### src/rtl/screen_pkg.sv
// Shared types and constants for the gameplay/game-over crossfade.
package screen_pkg;

  typedef enum logic [1:0] {
    PLAY     = 2'd0,
    FADE_OUT = 2'd1,
    OVER     = 2'd2,
    FADE_IN  = 2'd3
  } screen_state_t;

  localparam int ALPHA_W   = 9;
  localparam int ALPHA_MAX = 256;
  localparam int BLEND_LAT = 3;

endpackage

### src/rtl/pixel_blend.sv
// Three-stage RGB888 alpha blend; syncs/active ride along so they stay aligned with the pixel.
module pixel_blend
  import screen_pkg::*;
(
  input  logic               clk,
  input  logic               rst,
  input  logic [23:0]        game_pixel,
  input  logic [23:0]        over_pixel,
  input  logic [ALPHA_W-1:0] alpha,
  input  logic [2:0]         sideband,
  output logic [23:0]        pixel,
  output logic [2:0]         sideband_dly
);

  localparam logic [ALPHA_W-1:0] MAX_A = ALPHA_W'(ALPHA_MAX);

  logic [23:0]        game_q, over_q;
  logic [ALPHA_W-1:0] alpha_q, inv_alpha;
  logic [16:0]        prod_over [3];
  logic [16:0]        prod_game [3];
  logic [16:0]        sum       [3];
  logic [2:0]         sb        [BLEND_LAT];

  assign inv_alpha = MAX_A - alpha_q;

  always_comb begin
    for (int c = 0; c < 3; c++) begin
      sum[c] = prod_over[c] + prod_game[c];
    end
  end

  always_ff @(posedge clk) begin
    if (rst) begin
      game_q  <= '0;
      over_q  <= '0;
      alpha_q <= '0;
      pixel   <= '0;
      for (int c = 0; c < 3; c++) begin
        prod_over[c] <= '0;
        prod_game[c] <= '0;
      end
      for (int i = 0; i < BLEND_LAT; i++) begin
        sb[i] <= '0;
      end
    end else begin
      game_q  <= game_pixel;
      over_q  <= over_pixel;
      alpha_q <= alpha;
      sb[0]   <= sideband;
      for (int i = 1; i < BLEND_LAT; i++) begin
        sb[i] <= sb[i-1];
      end
      for (int c = 0; c < 3; c++) begin
        prod_over[c] <= 17'(over_q[c*8 +: 8]) * 17'(alpha_q);
        prod_game[c] <= 17'(game_q[c*8 +: 8]) * 17'(inv_alpha);
        // sb[1][0] is the active bit travelling alongside the stage-2 products
        pixel[c*8 +: 8] <= sb[1][0] ? 8'(sum[c] >> 8) : 8'h00;
      end
    end
  end

  assign sideband_dly = sb[BLEND_LAT-1];

endmodule

### src/rtl/screen_transition.sv
// Frame-stepped crossfade between gameplay and game-over streams; alpha moves only on
// new_frame_in so a whole visible region is blended with one factor.
module screen_transition
  import screen_pkg::*;
#(
  parameter int FADE_FRAMES = 32
) (
  input  logic        clk_in,
  input  logic        rst_in,
  input  logic        hsync_in,
  input  logic        vsync_in,
  input  logic        active_in,
  input  logic        new_frame_in,
  input  logic [23:0] game_pixel_in,
  input  logic [23:0] over_pixel_in,
  input  logic        game_over_in,
  input  logic        restart_in,
  output logic [23:0] pixel_out,
  output logic        hsync_out,
  output logic        vsync_out,
  output logic        active_out,
  output logic [1:0]  state_out,
  output logic        transition_done_out
);

  localparam logic [ALPHA_W-1:0] STEP_A   = ALPHA_W'(ALPHA_MAX / FADE_FRAMES);
  localparam logic [ALPHA_W-1:0] MAX_A    = ALPHA_W'(ALPHA_MAX);
  localparam logic [ALPHA_W:0]   MAX_WIDE = (ALPHA_W+1)'(ALPHA_MAX);

  screen_state_t      state, ev_state, next_state;
  logic [ALPHA_W-1:0] alpha, next_alpha;
  logic [ALPHA_W:0]   alpha_up;
  logic               done, next_done;
  logic [2:0]         sideband_dly;

  always_comb begin
    ev_state   = state;
    next_state = state;
    next_alpha = alpha;
    next_done  = 1'b0;
    alpha_up   = {1'b0, alpha} + {1'b0, STEP_A};

    // game_over_in takes priority over a simultaneous restart_in
    case (state)
      PLAY:     if (game_over_in) ev_state = FADE_OUT;
      FADE_OUT: if (restart_in && !game_over_in) ev_state = FADE_IN;
      OVER:     if (restart_in && !game_over_in) ev_state = FADE_IN;
      FADE_IN:  if (game_over_in) ev_state = FADE_OUT;
      default:  ev_state = PLAY;
    endcase

    next_state = ev_state;
    if (new_frame_in) begin
      case (ev_state)
        FADE_OUT: begin
          if (alpha_up >= MAX_WIDE) begin
            next_alpha = MAX_A;
            next_state = OVER;
            next_done  = 1'b1;
          end else begin
            next_alpha = alpha_up[ALPHA_W-1:0];
          end
        end
        FADE_IN: begin
          if (alpha <= STEP_A) begin
            next_alpha = '0;
            next_state = PLAY;
            next_done  = 1'b1;
          end else begin
            next_alpha = alpha - STEP_A;
          end
        end
        default: next_alpha = alpha;
      endcase
    end
  end

  always_ff @(posedge clk_in) begin
    if (rst_in) begin
      state <= PLAY;
      alpha <= '0;
      done  <= 1'b0;
    end else begin
      state <= next_state;
      alpha <= next_alpha;
      done  <= next_done;
    end
  end

  pixel_blend u_blend (
    .clk          (clk_in),
    .rst          (rst_in),
    .game_pixel   (game_pixel_in),
    .over_pixel   (over_pixel_in),
    .alpha        (alpha),
    .sideband     ({hsync_in, vsync_in, active_in}),
    .pixel        (pixel_out),
    .sideband_dly (sideband_dly)
  );

  assign hsync_out           = sideband_dly[2];
  assign vsync_out           = sideband_dly[1];
  assign active_out          = sideband_dly[0];
  assign state_out           = state;
  assign transition_done_out = done;

endmodule

### config.mk
export PLATFORM = sky130hd
export DESIGN_NAME = screen_transition
export DESIGN_NICKNAME = d
export VERILOG_FILES = /design/src/rtl/screen_pkg.sv /design/src/rtl/pixel_blend.sv /design/src/rtl/screen_transition.sv
export SDC_FILE = /design/constraint.sdc
export NUM_CORES = 1
export LEC_CHECK = 0
export BUFFER_PORTS_ARGS = -buffer_cell sky130_fd_sc_hd__buf_4
export CORE_MARGIN = 3
export CORE_UTILIZATION = 60
export DETAILED_ROUTE_END_ITERATION = 7
export PLACE_DENSITY = 0.85
export SYNTH_ARGS = -nofsm -noshare
export SYNTH_HDL_FRONTEND = slang
export SYNTH_HIERARCHICAL = 1
export SYNTH_SLANG_ARGS = --single-unit
export TNS_END_PERCENT = 30
### constraint.sdc
create_clock -name clk_in -period 6.9 [get_ports clk_in]
set_input_delay 1.035 -clock clk_in [delete_from_list [all_inputs] [get_ports clk_in]]
set_output_delay 1.035 -clock clk_in [all_outputs]
set_load 0.01 [all_outputs]
# Word level (Yosys, flattened, before mapping)
# Memories as Yosys holds them, arrays and structs flattened.
# Cells that the tools add are included.
[classes]
eq_ne = 5
mul = 6
bitwise_logic = 11
magnitude_cmp = 2
addsub = 6
muxes = 25
reduce_logical = 9
[op_table]
columns = ["op", "n"]
rows = [
  ["$mul A8 B9 Y17", 6],
  ["$mux W17", 6],
  ["$add A16 B16 Y16", 3],
  ["$mux W9", 2],
  ["$pmux W9 S2", 1],
  ["$add A9 B4 Y10 const B", 1],
  ["$ge A10 B9 Y1 const B", 1],
  ["$mux W2", 5],
  ["$le A9 B4 Y1 const B", 1],
  ["$mux W3", 3],
  ["$or A1 B1 Y1", 9],
  ["$sub A9 B4 Y9 const B", 1],
  ["$sub A9 B9 Y9 const A", 1],
  ["$pmux W2 S2", 2],
  ["$reduce_or A2 Y1", 4],
  ["$eq A2 B2 Y1 const B", 3],
  ["$mux W1", 5],
  ["$eq A2 B1 Y1 const B", 2],
  ["$logic_not A2 Y1", 1],
  ["$not A1 Y1", 2],
  ["$pmux W1 S2", 1],
  ["$reduce_and A2 Y1", 1],
  ["$reduce_bool A2 Y1", 1],
  ["$logic_and A1 B1 Y1", 1],
  ["$logic_not A1 Y1", 1],
]
[word_totals]
out_inout_bits = 30
wordCells = 74
register_bits = 93
ramBits = 111
input_bits = 56
mem_count = 3
[memory_table]
columns = ["name", "words", "word_bits", "rd", "rd_clocked_by_memory_dff", "wr", "line", "rtl"]
rows = [
  ["u_blend.prod_game", 3, 17, 3, 0, 3, "pixel_blend.sv:20", "logic [16:0] prod_game [3];"],
  ["u_blend.prod_over", 3, 17, 3, 0, 3, "pixel_blend.sv:19", "logic [16:0] prod_over [3];"],
  ["u_blend.sb", 3, 3, 3, 0, 3, "pixel_blend.sv:22", "logic [2:0] sb [BLEND_LAT];"],
]

# Longest topological paths before layout
# Gate-level depths: netlist (run 1).
[depth]
word_depth = 7
depth_mapped = 23
mapped_depth_nobuf = 21

# Cells and area by module
# The synthesis (run 1) kept the hierarchy.
[modules_own_cells]
columns = ["module", "instances", "seq_area_each_um2", "area_per_inst_um2", "cells_per_inst"]
rows = [
  ["pixel_blend", 1, 3723.6, 19576.3, 2147],
  ["screen_transition", 1, 180.2, 720.7, 95],
]

# Worst setup path before layout (run 1)
# No wires, ideal clock.
[synth_path]
path_type = "register to register"
start = "reg u_blend.alpha_q[0]"
end = "mem u_blend.prod_game[2][15] (netlist: u_blend/prod_game[0][49])"
t_arrival_ns = 4.979
slack_ns = 1.793
required_time_ns = 6.772
setup_ns = 0.128
path_stages_with_launch = 23
path_cell_list = "dfxtp_1 -> clkbuf_1 -> inv_1 -> ha_1 -> nand2_1 -> xor2_1 -> clkbuf_1 -> nand2_1 -> fa_1 -> fa_1 -> inv_1 -> fa_1 -> inv_1 -> fa_1 -> inv_1 -> ha_1 -> o21ai_0 -> a21oi_1 -> o21ai_1 -> a311o_1 -> a31oi_1 -> xnor2_1 -> nor2_1"
[synth_lines]
columns = ["element", "line", "rtl"]
rows = [
  ["start: declaration", "pixel_blend.sv:18", "logic [ALPHA_W-1:0] alpha_q, inv_alpha;"],
  ["start signal: assignment", "pixel_blend.sv:48", "alpha_q <= alpha;"],
  ["end: declaration", "pixel_blend.sv:20", ""],
]

==> summary.txt, run 1 <==
Final layout
  • Nets: around 2,800
  • Fin cells: roughly 2,700
  • Final instance area: between 0.02 and 0.025 mm²
  • Number of diodes: 0
  • Area Overhead vs Synth: 8.22%
  • Fraction of layout cells with a size suffix above 1: between 6 and 7%
  • Fillers: roughly 2,500

Critical path
  • Max incr delay on CP: ~660 ps
  • Reg2Reg Setup Slack: around 1500 ps
  • Worst Path Arrival: between 5000 and 6000 ps
  • CP top delay family: adder cells
  • Critical Path Fanout Max: 17
  • CP Data Required Time: 7200 ps
  • Slowest CP cell: xnor2_2
  • Buf/Inv on CP: 3
  • Crit path top cell by count: fa_1
  • Reg2reg start: u_blend/alpha_q[0]
  • Critical R2R Capture: u_blend/prod_game[0][14]
  • CP Class: flop to flop
  • CP Cell Sequence: inv_1 > ha_1 > xnor2_2 > buf_4 > nand2_1 > fa_1 > fa_1 > fa_1 > fa_1 > inv_1 > ha_1 > nor3_1 > nor2_1 > a2111oi_2 > o21bai_1 > a21oi_1 > xor2_1 > nor2_1
  • Reg2Reg Depth: 18
  • Critical Path End Type: flop
  • CP startpoint kind: flop

Yosys
  • Yosys warns: 6
  • Post-synthesis sequential area ratio: around a fifth
  • Primary FF master, synth: dfxtp_1
  • Synthesized area: 0.0203 mm²
  • Yosys reg bits: around 200
  • Unique masters post-synth: 74
  • Synth async-reset ratio: 0%
  • Leading area contributor after synthesis: fa_1
  • Post-Syn Area per Cell: between 9 and 10 µm²
  • EDFF count, synth: 0
  • Syn Inst Count: about 2,200
  • Synth top area share: between 20% and 30%
  • Ranking of synthesized cells by area: fa_1 (24%), dfxtp_1 (19%), ha_1 (16%)

Min path
  • HP Class: flop to flop
  • Min-delay src: u_blend/sb[0][0]
  • Hold Path End: u_blend/sb[0][3]
  • WHS Path Cells: 1

Route
  • Antenna Nets Post-Route: 0
  • WL met3: about 1.8 mm
  • DRC viols: 0
  • First DRT Iteration DRCs: ~700
  • DRT Wirelength: roughly 43 mm
  • Vias after detailed routing: around 15,000
  • Drt wl/cell: around 16 µm
  • Routed vias/inst: approximately 5.5
  • Routed wl met2: around 23 mm
  • Top layer in use: met4
  • 1st-pass router iterations: 6
  • Met1 WL: 17.7 mm

Timing
  • Hold Vio Cnt, Final: 0
  • Min Tclk post-route: 5430 ps
  • Fmax: around 180 MHz
  • Slew HR: between 20 and 30%
  • Layout Skew: between 10 and 15 ps
  • Setup TNS: 0 ps
  • Slew @ Worst Pin: roughly 1100 ps
  • Fin. max-slew vios: 0
  • Final period util: around 80%
  • RSZ-0062 raised after global routing: false
  • Setup violations, final: 0

Status
  • Status: complete, no violations

CTS
  • Num CTS Buffers: 17
  • Cts repair resizes: 0
  • Hold-fix buffers, CTS: 0
  • CTS tree: done
  • H-tree Lvls: 4
  • Post-CTS setup buffers: 0
  • Worst-path clk slew: around 70 ps
  • CTS Sinks: slightly below 200
  • Max clock buf depth: 2
  • Worst skew pair latency: between 400 and 500 ps
  • Root Buffer: clkbuf_16

Global routing
  • Global-route usage over all layers: roughly a quarter
  • Pin count of the biggest net entering global routing: 100
  • Congestion Overflow GR: 0
  • Number of global-route vias before repair: between 15,000 and 20,000
  • Initial antenna violation count: 0
  • First-pass GRT wire length: between 70 and 80 mm

Placed design
  • Gpl congestion: about 0.93
  • HPWL after DPL: around 34 mm
  • Inst Count DP: 2,714
  • Buffers on Ports: 85
  • Placement Cell Area: roughly 0.021 mm²

Floorplanning
  • Initial cell density of the core: a little over 60%
  • IO Pins: between 80 and 90
  • Die area: roughly 0.036 mm²
  • Core ar.: approximately 0.033 mm²
  • Die height: 190 µm
  • Chip Width: 190 µm
  • # rows: 66

Power and ir drop
  • VDD IR max: a little over 0.3 mV
  • Static Leak: roughly 0.011 µW
  • Power Density: around 180 mW/mm²

Run
  • Max-cap viol count: 0
==> layer usage <==
layer | vias to the layer above | track usage [%]
li1 | 7120 | -
met1 | 7442 | 29.7
met2 | 435 | 46.2
met3 | 92 | 3.50
met4 | 0 | 9.10
met5 | - | 0
==> Yosys cell counts, types with 3 or more instances <==
master and n:
xnor2_1 69, a21oi_1 65, o31a_1 3, nand2b_1 15
and3_1 6, or3_1 4, o21bai_1 5, o21ai_1 4
dfxtp_1 195, a31oi_1 9, o41a_1 5, o211ai_1 6
xor2_1 42, nand4_1 5, a211oi_1 15, o21a_1 23
ha_1 256, o31ai_1 5, nor3_1 20, fa_1 246
buf_2 3, nor2_1 128, buf_4 4, nor2b_1 88
a21o_1 13, o21ai_0 44, inv_1 340, and2_1 299
nand2_1 182, a21boi_0 5, clkbuf_1 59, buf_1 8
nand3_1 18
==> cells in the final DEF, fill, tap and decap left out, types with 4 or more instances in the layout <==
master,count
inv_1,340
and2_1,299
ha_1,256
fa_1,246
dfxtp_1,195
nand2_1,182
nor2_1,128
buf_4,103
nor2b_1,88
xnor2_1,68
a21oi_1,65
o21ai_0,44
xor2_1,42
o21a_1,23
nor3_1,20
nand3_1,18
clkbuf_16,17
nand2b_1,15
a211oi_1,15
a21o_1,13
a31oi_1,9
and3_1,6
o211ai_1,6
o31ai_1,5
o21bai_1,5
nand4_1,5
a21boi_0,5
o41a_1,5
o21ai_1,4
or3_1,4
clkinv_8,4
==> through the flow <==
stage	power (µW)	worst slack (ps)	util [%]	hold WS, ps
after global placement	2880	1170	64.7	420
after CTS	4050	1060	66.6	454
after floorplan	2550	1790	-	414
after global routing	4320	1110	66.7	463
final	4040	1470	66.7	445
after detailed placement	2960	1110	64.7	426
==> state kept, by name, summed over array words and instances, names as in the netlist <==
| register | flops |
|---|---|
| u_blend/alpha_q | 9 |
| u_blend/prod_over | 48 |
| alpha | 6 |
| transition_done_out | 1 |
| u_blend/prod_game | 48 |
| u_blend/game_q | 24 |
| u_blend/pixel | 24 |
| state_out | 2 |
| u_blend/over_q | 24 |
| u_blend/sb | 9 |
==> cell families after synthesis <==
family | synth area share (%)
xor+xnor | 4.87
compound gates | 7.51
buf+inv | 7.80
flops | 19.2
fa+ha+maj | 40.1
simple gates | 20.4
mux | 0.0493
other cells | 0.0185
==> area by class of cell <==
| class | instances | area (µm²) | area share, % |
|---|---|---|---|
| multi-input cells | 1634 | 14800 | 67.5 |
| inverters | 340 | 1280 | 5.81 |
| flip-flops and latches | 195 | 3900 | 17.8 |
| repair buffers | 103 | 773 | 3.52 |
| clock inverters | 15 | 210 | 0.957 |
| clock buffers | 17 | 425 | 1.94 |
| well taps | 442 | 553 | 2.52 |
==> how the worst max path moves through the flow <==
stage                                          end  slack [ps]               start  cells past startpoint
final                     u_blend/prod_game[0][14]        1470  u_blend/alpha_q[0]                     18
after global routing      u_blend/prod_game[0][14]        1110  u_blend/alpha_q[0]                     19
after CTS                 u_blend/prod_game[0][14]        1060  u_blend/alpha_q[0]                     18
after detailed placement  u_blend/prod_game[0][14]        1110  u_blend/alpha_q[0]                     18
after global placement    u_blend/prod_game[0][14]        1170  u_blend/alpha_q[0]                     18
after floorplan           u_blend/prod_game[0][49]        1790  u_blend/alpha_q[0]                     22
==> power by group <==
part / internal (µW) / total (µW) / switching (µW)
clock network: 559 / 1080 / 520
logic: 709 / 1620 / 911
registers: 1240 / 1340 / 95.2
total: 2510 / 4040 / 1530
Power figures use the tool's default switching activity.
==> run 2, diff against run 1 <==
--- a/config.mk
+++ b/config.mk
@@ -7,9 +7,9 @@
 export LEC_CHECK = 0
 export BUFFER_PORTS_ARGS = -buffer_cell sky130_fd_sc_hd__buf_4
 export CORE_MARGIN = 3
-export CORE_UTILIZATION = 60
+export CORE_UTILIZATION = 58
 export DETAILED_ROUTE_END_ITERATION = 7
-export PLACE_DENSITY = 0.85
+export PLACE_DENSITY = 0.86
 export SYNTH_ARGS = -nofsm -noshare
 export SYNTH_HDL_FRONTEND = slang
 export SYNTH_HIERARCHICAL = 1
==> constraint.sdc (replaced) <==
create_clock -name clk_in -period 4.5 [get_ports clk_in]
set_input_delay 0.675 -clock clk_in [delete_from_list [all_inputs] [get_ports clk_in]]
set_output_delay 0.675 -clock clk_in [all_outputs]
set_load 0.01 [all_outputs]
==> run 2 against run 1 <==
  * The run now ends with negative setup slack left
  * Sequential share of layout area decreased by 1.2 points
  * Via count is 4.3% higher
  * Critical path depth is 2 higher
==> summary.txt, run 2 (synthesized netlist as in run 1, its figures left out) <==
Global routing
  • Initial antenna violation count: 0 (unchanged)
  • Pin count of the biggest net entering global routing: 165 (was 100)
  • Global-route usage over all layers: 26.4% (was 25.1%)
  • First-pass GRT wire length: 79.4 mm (was 74.6 mm)
  • Number of global-route vias before repair: 17,400 (was 16,400)
  • Congestion Overflow GR: 0 (unchanged)

Final layout
  • Largest regs: u_blend/prod_game (48), u_blend/prod_over (48) (unchanged)
  • Most frequent cells in the layout: inv_1 (331), and2_1 (289), ha_1 (243) (was inv_1 (340), and2_1 (299), ha_1 (256))
  • Fillers: 2,393 (was 2,479)
  • Fraction of layout cells with a size suffix above 1: 15.0% (was 6.55%)
  • Nets: 2,981 (was 2,849)
  • Final core utilization: 69.2% (was 66.7%)
  • Number of diodes: 0 (unchanged)
  • Most common cell after layout, fill and taps aside: inv_1 (unchanged)
  • Area Overhead vs Synth: 16.1% (was 8.22%)
  • Fin cells: 2,884 (was 2,746)
  • Multi-input gate area: 0.0153 mm² (was 0.0148 mm²)
  • Register area: 0.00392 mm² (was 0.00390 mm²)

Timing
  • Layout Skew: 15.8 ps (was 12.2 ps)
  • Hold Vio Cnt, Final: 0 (unchanged)
  • Slew HR: 30.1% (was 29.9%)
  • Final period util: 111% (was 78.7%)
  • RSZ-0062 raised after global routing: true (was false)
  • Setup violations, final: 29 (was 0)
  • Slew @ Worst Pin: 1050 ps (about the same)
  • Fin. max-slew vios: 0 (unchanged)
  • Post-layout worst setup margin: -491 ps (was 1470 ps)
  • Min Tclk post-route: 4990 ps (was 5430 ps)
  • Setup TNS: -6100 ps (was 0 ps)
  • Fmax: 200 MHz (was 184 MHz)

Floorplanning
  • Chip Width: 193 µm (was 190 µm)
  • # rows: 67 (was 66)
  • IO Pins: 86 (unchanged)
  • Core ar.: 0.0340 mm² (was 0.0329 mm²)
  • Initial cell density of the core: 59.6% (was 61.6%)
  • Die area: 0.0373 mm² (was 0.0361 mm²)
  • Die height: 193 µm (was 190 µm)

Status
  • Status: finished, violations left (was complete, no violations)
  • Failing checks: negative setup slack

CTS
  • Max clock buf depth: 2 (unchanged)
  • H-tree Lvls: 4 (unchanged)
  • Hold-fix buffers, CTS: 0 (unchanged)
  • CTS tree: done (unchanged)
  • Num CTS Buffers: 17 (unchanged)
  • CTS Sinks: 195 (unchanged)
  • Worst-path clk slew: 90 ps (was 70 ps)
  • Worst skew pair latency: 460 ps (was 450 ps)
  • Root Buffer: clkbuf_16 (unchanged)

Placed design
  • Inst Count DP: 2,826 (was 2,714)
  • Buffers on Ports: 85 (unchanged)
  • HPWL after DPL: 35.8 mm (was 33.7 mm)
  • Gpl congestion: 0.899 (was 0.929)
  • Post-Place Worst Slack: -634 ps (was 1110 ps)

Route
  • Antenna Nets Post-Route: 0 (unchanged)
  • 1st-pass router iterations: 5 (was 6)
  • First DRT Iteration DRCs: 863 (was 696)
  • Vias after detailed routing: 15,700 (was 15,100)
  • Routed vias/inst: 5.46 (was 5.49)
  • DRT Wirelength: 47.9 mm (was 43.4 mm)
  • Drt wl/cell: 16.6 µm (was 15.8 µm)
  • DRC viols: 0 (unchanged)

Critical path
  • Worst Path Arrival: 5320 ps (was 5730 ps)
  • CP Data Required Time: 4820 ps (was 7200 ps)
  • Reg2Reg Setup Slack: -490 ps (was 1470 ps)
  • CP startpoint kind: flop (unchanged)
  • Critical Path End Type: flop (unchanged)
  • Critical Path Fanout Max: 7 (was 17)
  • CP Class: flop to flop (unchanged)

Power and ir drop
  • VDD IR max: 0.415 mV (was 0.312 mV)
  • Power Density: 298 mW/mm² (was 184 mW/mm²)
  • Static Leak: 0.0118 µW (was 0.0111 µW)

Min path
  • HP Class: input pin to flop (was flop to flop)

Run
  • Max-cap viol count: 0 (unchanged)
run 2: changes by cell type in the layout (fill, tap and decap cells not counted), moves of 9 or more:
cell / change
and2_1: -10
and2_4: +10
buf_4: +106
buf_6: +19
ha_1: -13
ha_4: +13
inv_1: -9
o21ai_0: -11
run 2: area by class of cell:
cell class	instances	area share, %
clock buffer	18	1.82
sequential	195	16.6
multi-input combinational	1635	65.1
inverter	340	5.43
timing repair buffer	234	7.99
tap	448	2.38
clock inverter	14	0.680
run 2: stage by stage:
step                area (µm²)  power [µW]  hold WS [ps]
global placement         22400        4910           419
finish                   23600        7010           419
floorplan                20600        4090           414
CTS                      23400        6850           404
global route             23600        7470           403
detailed placement       22400        5070           428
run 2: worst max-delay path, cell delays in order, from the launching register on:
cell and delay (ps):
dfxtp_4 380, nor2_4 130, nand4b_1 150, buf_4 190
xor2_4 190, buf_6 150, and2_1 170, fa_1 530
fa_1 450, fa_1 510, inv_1 50, fa_1 490
inv_2 50, ha_4 230, o21ai_0 160, nor2_1 100
a2111oi_2 450, o21bai_1 140, a21oi_2 150, xor2_1 150
nor2_1 50
run 2: worst paths after layout:
check,from,end,cells after the start
worst max-delay path,u_blend/alpha_q[2],u_blend/prod_game[0][31],20
worst min-delay path,game_pixel_in[11],u_blend/game_q[11],2
worst max register to register,u_blend/alpha_q[2],u_blend/prod_game[0][31],20
worst min register to register,u_blend/sb[0][2],u_blend/sb[0][5],1
run 2: routing by layer:
| layer | up-vias | part of all wire, % | track usage, % |
|---|---|---|---|
| met3 | 133 | 4.9 | 3.76 |
| li1 | 7385 | - | - |
| met4 | 0 | 3.3 | 11.5 |
| met2 | 517 | 53 | 49.7 |
| met5 | - | 0 | 0 |
| met1 | 7698 | 39 | 29.7 |
run 2: where the power goes:
group	total (µW)	switching, µW	internal (µW)
Sequential	2040	141	1900
Clock	1540	793	747
Combinational	3430	1740	1690
run 2: what timing repair did:
action / 4_1_cts / 5_1_grt
endpoints found under the hold margin: 0 / 0
gates cloned: 1 / 1
resized for setup: 57 / 34
pin swaps: 33 / 23
setup buffers: 16 / 9
endpoints found under the setup margin: 36 / 42
==> run 3, diff against run 2 <==
--- a/config.mk
+++ b/config.mk
@@ -6,6 +6,7 @@
 export NUM_CORES = 1
 export LEC_CHECK = 0
 export BUFFER_PORTS_ARGS = -buffer_cell sky130_fd_sc_hd__buf_4
+export CORE_ASPECT_RATIO = 2
 export CORE_MARGIN = 3
 export CORE_UTILIZATION = 58
 export DETAILED_ROUTE_END_ITERATION = 7
==> run 3 against run 2 <==
  * The run still ends with negative setup slack left
  * Die area up 0.36%
  * Sequential power about the same
  * Worst hold slack worse by 1.6 ps
  * Non-clock buffer count shrank 5
  * Clock power is 5% higher
  * Power is 4.7% higher
  * Largest power group unchanged
  * Setup slack worse by 190 ps
  * Sequential share of layout area down 0.11 points
  * Via count rose by 3.8%
  * Flip-flop and latch count unchanged
==> summary.txt, run 3 (synthesized netlist as in run 1, its figures left out) <==
Status
  • Status: finished, violations left (unchanged)
  • Failing checks: negative setup slack (unchanged)

Critical path
  • CP startpoint kind: flop (unchanged)
  • Reg2Reg Depth: 22 (was 20)
  • Critical Path End Type: flop (unchanged)
  • CP Data Required Time: 4820 ps (about the same)
  • Worst Path Arrival: 5490 ps (was 5320 ps)
  • Max incr delay on CP: 490 ps (was 530 ps)
  • Critical R2R Capture: u_blend/prod_game[0][14] (was u_blend/prod_game[0][31])
  • Critical Path Fanout Max: 6 (was 7)
  • Slowest CP cell: fa_1 (unchanged)
  • Reg2Reg Setup Slack: -680 ps (was -490 ps)
  • CP Class: flop to flop (unchanged)
  • CP Cell Sequence: nor2_4 > nand4b_1 > xor2_2 > buf_12 > buf_12 > and2_4 > fa_1 > inv_1 > fa_1 > inv_1 > fa_1 > inv_1 > fa_1 > inv_1 > ha_4 > o21ai_1 > nor2_2 > a2111oi_4 > o21bai_1 > a21oi_2 > xor2_1 > nor2_1 (was nor2_4 > nand4b_1 > buf_4 > xor2_4 > buf_6 > and2_1 > fa_1 > fa_1 > fa_1 > inv_1 > fa_1 > inv_2 > ha_4 > o21ai_0 > nor2_1 > a2111oi_2 > o21bai_1 > a21oi_2 > xor2_1 > nor2_1)
  • Reg2reg start: u_blend/alpha_q[3] (was u_blend/alpha_q[2])

Route
  • First DRT Iteration DRCs: 828 (was 863)
  • Vias after detailed routing: 16,300 (was 15,700)
  • Antenna Nets Post-Route: 0 (unchanged)
  • Top layer in use: met4 (unchanged)
  • Met1 WL: 17.4 mm (was 18.5 mm)
  • DRC viols: 0 (unchanged)
  • Routed wl met2: 28.6 mm (was 25.5 mm)
  • Routed vias/inst: 5.69 (was 5.46)
  • DRT Wirelength: 51.9 mm (was 47.9 mm)
  • Drt wl/cell: 18.1 µm (was 16.6 µm)
  • WL met3: 2.35 mm (was 2.34 mm)
  • 1st-pass router iterations: 7 (was 5)

Timing
  • RSZ-0062 raised after global routing: true (unchanged)
  • Fmax: 193 MHz (was 200 MHz)
  • Slew @ Worst Pin: 899 ps (was 1050 ps)
  • Final period util: 115% (was 111%)
  • Setup violations, final: 28 (was 29)
  • Layout Skew: 15.1 ps (was 15.8 ps)
  • Fin. max-slew vios: 0 (unchanged)
  • Setup TNS: -8070 ps (was -6100 ps)
  • Post-layout worst setup margin: -676 ps (was -491 ps)
  • Slew HR: 40.1% (was 30.1%)
  • Hold Vio Cnt, Final: 0 (unchanged)
  • Min Tclk post-route: 5180 ps (was 4990 ps)

Global routing
  • Initial antenna violation count: 1 (was 0)
  • Pin count of the biggest net entering global routing: 90 (was 165)
  • Number of global-route vias before repair: 18,000 (was 17,400)
  • Global-route usage over all layers: 26.5% (was 26.4%)
  • First-pass GRT wire length: 81.9 mm (was 79.4 mm)
  • Congestion Overflow GR: 0 (unchanged)

Min path
  • HP Class: input pin to flop (unchanged)
  • Min-delay src: over_pixel_in[12] (was game_pixel_in[11])
  • Hold Path End: u_blend/over_q[12] (was u_blend/game_q[11])
  • WHS Path Cells: 2 (unchanged)

Final layout
  • Fraction of layout cells with a size suffix above 1: 16.0% (was 15.0%)
  • Nets: 2,975 (was 2,981)
  • Largest regs: u_blend/prod_game (48), u_blend/prod_over (48) (unchanged)
  • Fin cells: 2,871 (was 2,884)
  • Most frequent cells in the layout: inv_1 (325), and2_1 (284), fa_1 (243) (was inv_1 (331), and2_1 (289), ha_1 (243))
  • Final instance area: 0.0237 mm² (was 0.0236 mm²)
  • Number of diodes: 0 (unchanged)
  • Area Overhead vs Synth: 17.0% (was 16.1%)
  • Most common cell after layout, fill and taps aside: inv_1 (unchanged)

Floorplanning
  • Die height: 271 µm (was 193 µm)
  • Core ar.: 0.0345 mm² (was 0.0340 mm²)
  • Chip Width: 138 µm (was 193 µm)
  • Initial cell density of the core: 58.9% (was 59.6%)
  • # rows: 96 (was 67)
  • IO Pins: 86 (unchanged)
  • Die area: 0.0374 mm² (was 0.0373 mm²)

Run
  • Max-cap viol count: 0 (unchanged)

CTS
  • Root Buffer: clkbuf_16 (unchanged)
  • CTS tree: done (unchanged)
  • Num CTS Buffers: 17 (unchanged)
  • Max clock buf depth: 2 (unchanged)
  • H-tree Lvls: 4 (unchanged)
  • Worst skew pair latency: 470 ps (was 460 ps)
  • Worst-path clk slew: 90 ps (about the same)
  • CTS Sinks: 195 (unchanged)

Placed design
  • HPWL after DPL: 37.7 mm (was 35.8 mm)
  • Buffers on Ports: 85 (unchanged)
  • Inst Count DP: 2,813 (was 2,826)
  • Placement Cell Area: 0.0224 mm² (about the same)
  • Gpl congestion: 0.887 (was 0.899)

Power and ir drop
  • VDD IR max: 0.317 mV (was 0.415 mV)
  • Power Density: 309 mW/mm² (was 298 mW/mm²)
  • Static Leak: 0.0119 µW (was 0.0118 µW)
## run 3: changes by cell type in the layout (fill, tap and decap cells not counted), sizes merged
cell	previous run	this run
bufbuf	0	1
buf	234	227
inv	346	347
clkbuf	18	19
bufinv	0	1
xnor2	71	70
clkinv	8	5
clkinvlp	0	1
## run 3: report_power, final
part / switching [µW] / internal (µW) / leakage (µW)
Sequential: 135 / 1900 / 0.00160
Combinational: 1890 / 1800 / 0.00996
Clock: 790 / 818 / 0.000300
## run 3: timing repair
action | 4_1_cts | 5_1_grt
pin swaps | 29 | 65
hold buffers | 0 | 0
buffers inserted | 11 | 15
endpoints found under the setup margin | 35 | 41
resized for setup | 42 | 72
cloned | 2 | 1
## run 3: critical path: cells and delay by family, from the launching register on
kind                     cells  cell delay, ps
adder cells (fa/ha/maj)      5            1940
AO/OA/AOI/OAI                4             940
AND/OR/NAND/NOR              5             660
buffers and inverters        6             650
flip-flops                   1             380
XOR/XNOR                     2             470
## run 3: cell type report
| cell class | count | area (µm²) |
|---|---|---|
| clock buffers | 18 | 439 |
| clock inverters | 14 | 183 |
| fillers | 2292 | 10700 |
| inverters | 340 | 1280 |
| multi-input cells | 1634 | 15500 |
| flip-flops and latches | 195 | 3920 |
| well taps | 441 | 552 |
| repair buffers | 229 | 1910 |
## run 3: worst max-delay path by stage
stage,startpoint,to,slack [ps]
2_1_floorplan,u_blend/alpha_q[2],u_blend/prod_game[0][14],-130
3_3_place_gp,u_blend/alpha_q[2],u_blend/prod_game[0][14],-380
3_5_place_dp,u_blend/alpha_q[2],u_blend/prod_game[0][31],-520
4_1_cts,u_blend/alpha_q[1],u_blend/prod_game[0][31],-350
5_1_grt,u_blend/alpha_q[3],u_blend/prod_game[0][14],-810
6_report,u_blend/alpha_q[3],u_blend/prod_game[0][14],-680
## run 3: metrics by stage
| stage | hold slack [ps] | setup WS, ps | util [%] | power (µW) |
|---|---|---|---|---|
| 2_1_floorplan | 414 | -134 | - | 4090 |
| 3_3_place_gp | 417 | -378 | 65.0 | 4970 |
| 3_5_place_dp | 432 | -516 | 65.0 | 5090 |
| 4_1_cts | 398 | -352 | 67.8 | 6930 |
| 5_1_grt | 407 | -810 | 68.9 | 7770 |
| 6_report | 418 | -676 | 68.9 | 7340 |
## run 3: layer usage
| layer | track usage, % | up-vias |
|---|---|---|
| met1 | 25.7 | 8048 |
| li1 | - | 7375 |
| met2 | 51.6 | 641 |
| met3 | 3.75 | 272 |
| met4 | 16.1 | 0 |
| met5 | 0 | - |
